`config.mk`:
```
export PLATFORM = sky130hd
export DESIGN_NAME = seq_playback_flat
export DESIGN_NICKNAME = d
export VERILOG_FILES = /design/src/rtl/seq_playback_pkg.sv /design/src/rtl/seq_playback_if.sv /design/src/rtl/seq_playback_tick_timer.sv /design/src/rtl/seq_playback.sv /design/src/flat_wrapper.sv
export SDC_FILE = /design/constraint.sdc
export NUM_CORES = 1
export LEC_CHECK = 0
export BUFFER_PORTS_ARGS = -buffer_cell sky130_fd_sc_hd__buf_2
export CAP_MARGIN = 10
export CELL_PAD_IN_SITES_DETAIL_PLACEMENT = 0
export CELL_PAD_IN_SITES_GLOBAL_PLACEMENT = 2
export CORE_ASPECT_RATIO = 1.1
export CORE_UTILIZATION = 36
export CTS_CLUSTER_SIZE = 40
export DETAILED_ROUTE_END_ITERATION = 12
export PLACE_DENSITY = 0.76
export SYNTH_ARGS = -nofsm -noshare
export SYNTH_HDL_FRONTEND = slang
export SYNTH_SLANG_ARGS = --single-unit
```
`constraint.sdc`:
```
create_clock -name clk -period 6 [get_ports clk]
set_clock_uncertainty 0.1 [all_clocks]
set_input_delay 0.3 -clock clk [delete_from_list [all_inputs] [get_ports clk]]
set_output_delay 0.3 -clock clk [all_outputs]
set_load 0.02 [all_outputs]
```
`src/rtl/seq_playback_pkg.sv`:
```
// seq_playback_pkg: shared game types, the blank symbol and small constant helpers.
package seq_playback_pkg;
    localparam int SYM_W = 4;
    localparam logic [SYM_W-1:0] BLANK_SYM = '0;

    typedef enum logic [1:0] {
        IDLE    = 2'd0,
        SHOW    = 2'd1,
        GAP     = 2'd2,
        HANDOFF = 2'd3
    } state_t;

    function automatic int max2(input int a, input int b);
        return a > b ? a : b;
    endfunction
endpackage

```
`src/rtl/seq_playback_if.sv`:
```
// seq_playback_if: control, storage-write and display signals of the playback block.
interface seq_playback_if #(
    parameter int IDX_W = 3,
    parameter int SYM_W = seq_playback_pkg::SYM_W
) ();
    import seq_playback_pkg::*;
    logic             wr_en;
    logic [IDX_W-1:0] wr_addr;
    logic [SYM_W-1:0] wr_data;
    logic [IDX_W:0]   len;
    logic             start;
    logic             abort;
    logic [SYM_W-1:0] symbol;
    logic             sym_valid;
    logic [IDX_W-1:0] index;
    logic             busy;
    logic             done;
    logic             allow;
    logic             err;

    modport master (
        output wr_en, wr_addr, wr_data, len, start, abort,
        input  symbol, sym_valid, index, busy, done, allow, err
    );
    modport slave (
        input  wr_en, wr_addr, wr_data, len, start, abort,
        output symbol, sym_valid, index, busy, done, allow, err
    );
endinterface

```
`src/rtl/seq_playback_tick_timer.sv`:
```
// seq_playback_tick_timer: counts enabled cycles and pulses expire on the load-th one.
module seq_playback_tick_timer #(
    parameter int W = 6
) (
    input  logic         clk,
    input  logic         rst_n,
    input  logic         clr,
    input  logic         en,
    input  logic [W-1:0] load,
    output logic         expire
);
    logic [W-1:0] cnt;

    assign expire = en && cnt == load - W'(1);

    always_ff @(posedge clk or negedge rst_n)
        if (!rst_n) cnt <= '0;
        else cnt <= (clr || expire) ? '0 : en ? cnt + W'(1) : cnt;
endmodule

```
`src/rtl/seq_playback.sv`:
```
// seq_playback: stores the target symbol sequence and plays it out with show/gap timing,
// then opens the player-input window (allow) until the next start or abort.
module seq_playback #(
    parameter int SEQ_LEN   = 8,
    parameter int IDX_W     = 3,
    parameter int SYM_W     = seq_playback_pkg::SYM_W,
    parameter int ON_TICKS  = 50,
    parameter int GAP_TICKS = 10
) (
    input  logic          clk,
    input  logic          rst_n,
    seq_playback_if.slave bus
);
    import seq_playback_pkg::*;

    localparam int TW = $clog2(max2(ON_TICKS, GAP_TICKS) + 1);

    state_t           state, state_nx;
    logic [SYM_W-1:0] mem [SEQ_LEN];
    logic [IDX_W-1:0] idx, idx_nx;
    logic [IDX_W:0]   len_q, len_nx;
    logic             done_q, err_q, expire, can_start, len_ok, go, last;

    assign can_start = state == IDLE || state == HANDOFF;
    assign len_ok    = bus.len != '0 && bus.len <= (IDX_W+1)'(SEQ_LEN);
    assign go        = can_start && bus.start && !bus.abort;
    assign last      = (IDX_W+1)'(idx) == len_q - (IDX_W+1)'(1);

    seq_playback_tick_timer #(.W(TW)) u_timer (
        .clk    (clk),
        .rst_n  (rst_n),
        .clr    (state_nx != state),
        .en     (bus.busy),
        .load   (state == SHOW ? TW'(ON_TICKS) : TW'(GAP_TICKS)),
        .expire (expire)
    );

    // abort outranks start and timer expiry
    always_comb begin
        state_nx = state;
        idx_nx   = idx;
        len_nx   = len_q;
        if (bus.abort) begin
            state_nx = IDLE;
            idx_nx   = '0;
        end else if (go && len_ok) begin
            state_nx = SHOW;
            idx_nx   = '0;
            len_nx   = bus.len;
        end else if (state == SHOW && expire) begin
            state_nx = GAP;
        end else if (state == GAP && expire) begin
            state_nx = last ? HANDOFF : SHOW;
            idx_nx   = last ? idx : idx + IDX_W'(1);
        end
    end

    always_ff @(posedge clk or negedge rst_n)
        if (!rst_n) begin
            state  <= IDLE;
            idx    <= '0;
            len_q  <= '0;
            done_q <= 1'b0;
            err_q  <= 1'b0;
        end else begin
            state  <= state_nx;
            idx    <= idx_nx;
            len_q  <= len_nx;
            done_q <= state != HANDOFF && state_nx == HANDOFF;
            err_q  <= go && !len_ok;
        end

    // writes are locked out while playing so the shown sequence cannot change
    always_ff @(posedge clk or negedge rst_n)
        if (!rst_n) begin
            for (int i = 0; i < SEQ_LEN; i++) mem[i] <= '0;
        end else if (bus.wr_en && can_start) begin
            mem[bus.wr_addr] <= bus.wr_data;
        end

    assign bus.busy      = state == SHOW || state == GAP;
    assign bus.sym_valid = state == SHOW;
    assign bus.symbol    = bus.sym_valid ? mem[idx] : BLANK_SYM;
    assign bus.index     = bus.busy ? idx : '0;
    assign bus.allow     = state == HANDOFF;
    assign bus.done      = done_q;
    assign bus.err       = err_q;
endmodule

```
`src/flat_wrapper.sv`:
```
// flat-port wrapper written by rule: the top's interface ports become plain ports
module seq_playback_flat import seq_playback_pkg::*;
#(
    parameter int SEQ_LEN   = 8,
    parameter int IDX_W     = 3,
    parameter int SYM_W     = seq_playback_pkg::SYM_W,
    parameter int ON_TICKS  = 50,
    parameter int GAP_TICKS = 10
)
  (clk, rst_n, bus_wr_en, bus_wr_addr, bus_wr_data, bus_len, bus_start, bus_abort, bus_symbol, bus_sym_valid, bus_index, bus_busy, bus_done, bus_allow, bus_err);
  seq_playback_if #(.IDX_W(IDX_W), .SYM_W(SYM_W)) bus_i ();
  input  logic clk;
  input  logic rst_n;
  input wire logic [$bits(bus_i.wr_en)-1:0] bus_wr_en;
  input wire logic [$bits(bus_i.wr_addr)-1:0] bus_wr_addr;
  input wire logic [$bits(bus_i.wr_data)-1:0] bus_wr_data;
  input wire logic [$bits(bus_i.len)-1:0] bus_len;
  input wire logic [$bits(bus_i.start)-1:0] bus_start;
  input wire logic [$bits(bus_i.abort)-1:0] bus_abort;
  output wire logic [$bits(bus_i.symbol)-1:0] bus_symbol;
  output wire logic [$bits(bus_i.sym_valid)-1:0] bus_sym_valid;
  output wire logic [$bits(bus_i.index)-1:0] bus_index;
  output wire logic [$bits(bus_i.busy)-1:0] bus_busy;
  output wire logic [$bits(bus_i.done)-1:0] bus_done;
  output wire logic [$bits(bus_i.allow)-1:0] bus_allow;
  output wire logic [$bits(bus_i.err)-1:0] bus_err;
  assign bus_i.wr_en = bus_wr_en;
  assign bus_i.wr_addr = bus_wr_addr;
  assign bus_i.wr_data = bus_wr_data;
  assign bus_i.len = bus_len;
  assign bus_i.start = bus_start;
  assign bus_i.abort = bus_abort;
  assign bus_symbol = bus_i.symbol;
  assign bus_sym_valid = bus_i.sym_valid;
  assign bus_index = bus_i.index;
  assign bus_busy = bus_i.busy;
  assign bus_done = bus_i.done;
  assign bus_allow = bus_i.allow;
  assign bus_err = bus_i.err;
  seq_playback #(.SEQ_LEN(SEQ_LEN), .IDX_W(IDX_W), .SYM_W(SYM_W), .ON_TICKS(ON_TICKS), .GAP_TICKS(GAP_TICKS)) u_core (.clk(clk), .rst_n(rst_n), .bus(bus_i));
endmodule
```
==> results of run 1 <==
-- how the worst min path moves through the flow --
| stage | to | slack (ns) | cells after the start |
|---|---|---|---|
| global placement | u_core.state[1] | 0.35 | 2 |
| detailed placement | u_core.u_timer.cnt[3] | 0.36 | 2 |
| floorplan | u_core.bus.done | -0.1 | 0 |
| global route | u_core.state[1] | 0.05 | 2 |
| finish | u_core.u_timer.cnt[3] | -0.001 | 2 |
| CTS | u_core.state[1] | 0.03 | 2 |
-- cells in the mapped netlist (all sizes together) (2+ instances only) --
master and instances:
xor2 4, nor3 3, nand3 3, mux4 8
nand2b 4, ha 7, mux2i 9, inv 6
nand2 14, nand3b 3, buf 4, dfrtp 49
a21oi 4, o21ai 5, o41ai 2, a311oi 2
nor4b 4, xnor2 6, nor2 7, nor2b 10
nor4 5, mux2 32
-- registers in the layout, indices dropped and copies added, names as in the netlist --
| signal | flops |
|---|---|
| u_core.state | 2 |
| u_core.u_timer.cnt | 6 |
| u_core.len_q | 4 |
| u_core.idx | 3 |
| u_core.bus.err | 1 |
| u_core.bus.done | 1 |
| u_core.mem | 32 |
-- routing by layer --
layer  track usage, %  vias to the layer above  routed length (µm)
met4             4.31                        0                  62
met1             20.3                      829                2470
met3             3.27                        7                 150
li1                 -                      812                   -
met5                0                        -                   0
met2             26.0                       27                2690
-- cell type report --
| type | count | area (µm²) | area share (%) |
|---|---|---|---|
| clock buffers | 7 | 86.3 | 2.93 |
| clock inverters | 1 | 30.0 | 1.02 |
| inverters | 6 | 22.5 | 0.764 |
| multi-input cells | 145 | 1330 | 45.2 |
| flip-flops and latches | 49 | 1230 | 41.6 |
| well taps | 85 | 106 | 3.61 |
| repair buffers | 28 | 143 | 4.84 |
-- logic make-up after synthesis --
| group | after synthesis | share of synthesized area (%) |
|---|---|---|
| flip-flops | 49 | 46.9 |
| XOR/XNOR | 10 | 3.35 |
| buffers and inverters | 11 | 2.11 |
| multiplexers | 49 | 24.1 |
| adder cells (fa/ha/maj) | 7 | 3.35 |
| AO/OA/AOI/OAI | 19 | 6.22 |
| AND/OR/NAND/NOR | 60 | 14.0 |
-- cells in the final DEF, fill, tap and decap left out, types with 5 or more instances in the layout --
| master | instances |
|---|---|
| nor2_1 | 7 |
| nor2b_1 | 10 |
| dfrtp_1 | 49 |
| nand2_1 | 14 |
| nor4_1 | 5 |
| mux2_2 | 32 |
| mux2i_1 | 9 |
| inv_1 | 6 |
| buf_2 | 27 |
| ha_1 | 7 |
| clkbuf_8 | 6 |
| mux4_2 | 8 |
| xnor2_1 | 6 |
-- stage by stage --
stage / cells / utilization (%)
floorplan: 205 / -
global placement: 313 / 40.4
detailed placement: 313 / 40.4
CTS: 321 / 42.1
global route: 321 / 42.1
finish: 321 / 42.1
-- report_power, final --
| part | leakage, nW | internal, mW | switching [mW] |
|---|---|---|---|
| registers | 0.614 | 0.400 | 0.0419 |
| clock network | 0.0585 | 0.136 | 0.108 |
| logic | 0.566 | 0.102 | 0.0775 |
-- worst register-to-register path, stage by stage, from the launching register on --
cell,delay (ns)
dfrtp_1,0.46
inv_1,0.12
ha_1,0.55
and3b_1,0.30
nand3_1,0.17
o311ai_1,0.74
nor4_1,0.11
==> impl_results.md, run 1 <==
* Status: finished with violations
* Failing checks: negative hold slack
* Post-synth top area cell: dfrtp_1
* Asr flop ratio synth at 100%
* Class of the worst hold path: in -> async
* Area after DPL at 2830 µm²
* ANT nets after route at 0
* Critical R2R Launch: u_core.state[0]
* Buffers and inverters on the worst path at 1
* Hold buffers post-CTS at 0
* Residual DRC at 0
* Pre-CTS WS at 3.27 ns
* Setup WS post-layout at 3.30 ns
* Total Routing Usage GR at 15.5%
* Drt first-iter violations at 35
* Cell area after layout at 2950 µm²
* Critical Path Sink: u_core.u_timer.cnt[2]
* Critical path launch point: u_core.state[0]
* IO buf count at 27
* RSZ-0062 raised after global routing: false
* HPWL Detailed at 3830 µm
* Max-cap viol count at 0
* Hold Vio Cnt, Final at 1
* Crit path max-delay cell type: o311ai_1
* Post-cts resize count at 0
* Die width at 83.3 µm
* Critical Path, Cell by Cell: inv_1 > ha_1 > and3b_1 > nand3_1 > o311ai_1 > nor4_1
* R2r setup slk at 3.30 ns
* Synth Flop Type: dfrtp_1
* Crit path depth at 6
* Clock sink count at 49
* Final WL at 5370 µm
* Yosys reg bits at 49
* Final period utilization at 45.0%
* Synthesized Nets at 228
* Net total in the final layout at 258
* First-pass DRT Iterations at 4
* Core Footprint at 7010 µm²
* Gpl congestion at 0.732
* Area Overhead vs Synth at 12.7%
* Clk slew on worst S/H paths at 0.09 ns
* Yosys top cell area share at 46.9%
* CP required at 6.05 ns
* PD cells at 293 nW/µm²
* # Post-CTS Setup Buffers at 0
* Max Slew Vio Count at 0
* FP Rows at 32
* I/O pin total at 28
* Worst ir drop on vdd at 162 µV
* Element type at the critical path end: flip-flop
* CTS tree: done
* Initial Util at 37.3%
* Fillers at 675
* Number of synthesized flops with an enable pin at 0
* Sequential share of the synthesized area at 46.9%
* Arrival time worst endpoint at 2.75 ns
* Post-Syn Area at 2620 µm²
* Vias in the first global route at 1725
* Achievable frequency at 371 MHz
* Mean area per synthesized cell at 12.8 µm²
* Relative slew slack at 43.5%
* Post-layout minimum cycle time at 2.70 ns
* Global-route wire length before repair at 9000 µm
* Avg WL per Cell at 16.7 µm
* CTS Buffer Depth at 2
* Overall power at 0.865 mW
* Root Buffer: clkbuf_8
* # diodes at 0
* H-Tree Depth at 2
* Critical Path Max Stage Delay at 0.74 ns
* Layout cell share with drive strength beyond 1 at 35.2%
* Reg-to-Reg End: u_core.u_timer.cnt[2]
* Synth area leaders: dfrtp_1, mux2_2, mux4_2
* Pleak at 1.24 nW
* Clock buffer count from CTS at 5
* Die Height at 91.4 µm
* Crit Path Class: reg -> reg
* Avg Vias per Cell at 5.22
* Cell variety after synth at 42
* Fin Setup TNS at 0 ns
* Slew @ Worst Pin at 0.835 ns
* Initial antenna violation count at 0
* Worst hold slack at -0.00108 ns
* CP max FO at 12
* GRT overflow at 0
* Largest net degree at the start of global routing at 50
* Crit path launch type: flip-flop
* Worst Reg-to-Reg Cells at 6
* Setup violations, final at 0
* DR vias at 1675
* Worst-Skew Late Latency at 0.30 ns
* Synth Instances at 205
* Die ar. at 7610 µm²
* Syn. warnings at 0
* Cell family with most CP delay: compound AO/OA/AOI/OAI gates
Power figures use the tool's default switching activity.
==> run 2: changes to the inputs <==
Settings changed: PLACE_DENSITY 0.76 to 0.79.
Clock period 6 ns to 2.4 ns, I/O delays scaled along.
==> impl_results.md, run 2 (synthesis results as in run 1) <==
* Hold Vio Cnt, Final at 1 (unchanged)
* Initial antenna violation count at 0 (unchanged)
* PD cells at 693 nW/µm² (+140%)
* Most frequent cells in the layout: dfrtp_1, mux2_2, buf_2
* Crit Path Class: reg -> reg
* Net total in the final layout at 283 (+9.7%)
* Fin Setup TNS at 0 ns (unchanged)
* Total Routing Usage GR at 16.4% (+0.90 points)
* Vias in the first global route at 1910 (+11%)
* HPWL Detailed at 4340 µm (+13%)
* Worst ir drop on vdd at 372 µV (+130%)
* H-Tree Depth at 2 (unchanged)
* IO buf count at 27 (unchanged)
* Worst-Skew Late Latency at 0.31 ns (about the same)
* Crit path launch type: flip-flop
* Element type at the critical path end: flip-flop
* ANT nets after route at 0 (unchanged)
* Commonest non-fill, non-tap cell in the layout: dfrtp_1
* Pleak at 1.36 nW (+10%)
* Gpl congestion at 0.817 (+12%)
* Worst hold slack at -0.00105 ns (+0.0000218 ns)
* Setup violations, final at 0 (unchanged)
* Avg Vias per Cell at 5.18 (-0.63%)
* Max Slew Vio Count at 0 (unchanged)
* Residual DRC at 0 (unchanged)
* Die ar. at 7610 µm² (unchanged)
* Layout cell share with drive strength beyond 1 at 40.2% (+5.1 points)
* Relative slew slack at 38.3% (-5.1 points)
* Die width at 83.3 µm (unchanged)
* Slew @ Worst Pin at 0.925 ns (+0.0904 ns)
* Status: finished with violations
* CTS Buffer Depth at 2 (unchanged)
* I/O pin total at 28 (unchanged)
* CTS tree: done
* Max-cap viol count at 0 (unchanged)
* Failing checks: negative hold slack
* CP max FO at 6 (-6)
* Final WL at 5810 µm (+8.3%)
* FP Rows at 32 (unchanged)
* Clock buffer count from CTS at 5 (unchanged)
* Clk slew on worst S/H paths at 0.09 ns (about the same)
* Clock sink count at 49 (unchanged)
* Max reg flops at 32 (unchanged)
* Die Height at 91.4 µm (unchanged)
* Finished Core Util at 45.3% (+3.3 points)
* Area Overhead vs Synth at 21.5%
* Final period utilization at 93.9% (+49 points)
* Global-route wire length before repair at 9640 µm (+7.1%)
* Core Footprint at 7010 µm² (unchanged)
* Avg WL per Cell at 16.8 µm (+0.47%)
* Root Buffer: clkbuf_8
* Initial Util at 37.3% (unchanged)
* Largest Register: u_core.mem
* Drt first-iter violations at 36 (+2.9%)
* Largest net degree at the start of global routing at 42 (-16%)
* Biggest regs: u_core.mem (32), u_core.u_timer.cnt (6), u_core.len_q (4)
* Achievable frequency at 444 MHz (+20%)
* CP required at 2.50 ns (-3.55 ns)
* # diodes at 0 (unchanged)
* DR vias at 1794 (+7.1%)
* GRT overflow at 0 (unchanged)
* Arrival time worst endpoint at 2.35 ns (-0.40 ns)
* Post-layout minimum cycle time at 2.25 ns (-0.445 ns)
* Class of the worst hold path: in -> reg
* First-pass DRT Iterations at 4 (unchanged)
[run 2: cell count changes in the layout (fill, tap and decap cells not counted), sizes merged]
cell / before / now
buf: 28 / 48
dlygate4sd3: 0 / 5
clkbuf: 7 / 6
clkinv: 0 / 1
[run 2: path summary, 6_finish.rpt]
path                                  from               endpoint  slack [ns]  cells after the start
hold / removal                  bus_len[0]        u_core.len_q[0]      -0.001                      3
min in group asynchronous            rst_n  u_core.u_timer.cnt[1]        0.39                      2
hold reg to reg             u_core.mem[22]         u_core.mem[22]        0.41                      1
setup reg to reg           u_core.state[0]  u_core.u_timer.cnt[2]        0.15                      7
setup / recovery           u_core.state[0]  u_core.u_timer.cnt[2]        0.15                      7
max in group asynchronous            rst_n         u_core.mem[15]        1.18                      3
[run 2: critical path, cell delays in order, from the launching register on]
cell      delay, ns
dfrtp_1        0.40
buf_4          0.17
ha_1           0.26
and4b_1        0.24
o21ai_1        0.33
o311ai_1       0.19
buf_4          0.19
nor4_1         0.26
[run 2: timing repair]
| action | CTS | global route |
|---|---|---|
| setup buffers | 0 | 1 |
| endpoints found under the hold margin | 43 | 0 |
| hold buffers | 5 | 0 |
| resized for setup | 0 | 6 |
| setup endpoints to repair | 0 | 10 |
[run 2: layout make-up]
| class | instances | area (µm²) |
|---|---|---|
| Fill cell | 669 | 3830 |
| Multi-Input combinational cell | 145 | 1370 |
| Sequential cell | 49 | 1230 |
| Timing Repair Buffer | 53 | 343 |
| Tap cell | 85 | 106 |
| Clock buffer | 6 | 72.6 |
| Clock inverter | 2 | 38.8 |
| Inverter | 6 | 22.5 |
[run 2: metrics by stage]
step / area, µm² / power [mW] / setup slack (ns) / instances
finish: 3180 / 2.20 / 0.147 / 346
global route: 3180 / 2.33 / -0.00513 / 346
CTS: 3140 / 2.22 / 0.0731 / 345
detailed placement: 2970 / 1.60 / 0.0996 / 332
global placement: 2970 / 1.58 / 0.146 / 332
floorplan: 2620 / 1.44 / 0.133 / 205
[run 2: power breakdown]
part	internal [mW]	switching, mW
sequential	1.00	0.106
combinational	0.281	0.213
clock	0.313	0.289
[run 2: routing by layer]
metal,global-route usage (%),vias up,wire (µm)
li1,-,861,-
met2,28.4,35,2980
met1,20.6,889,2540
met4,5.17,0,79
met3,3.18,9,217
met5,0,-,0
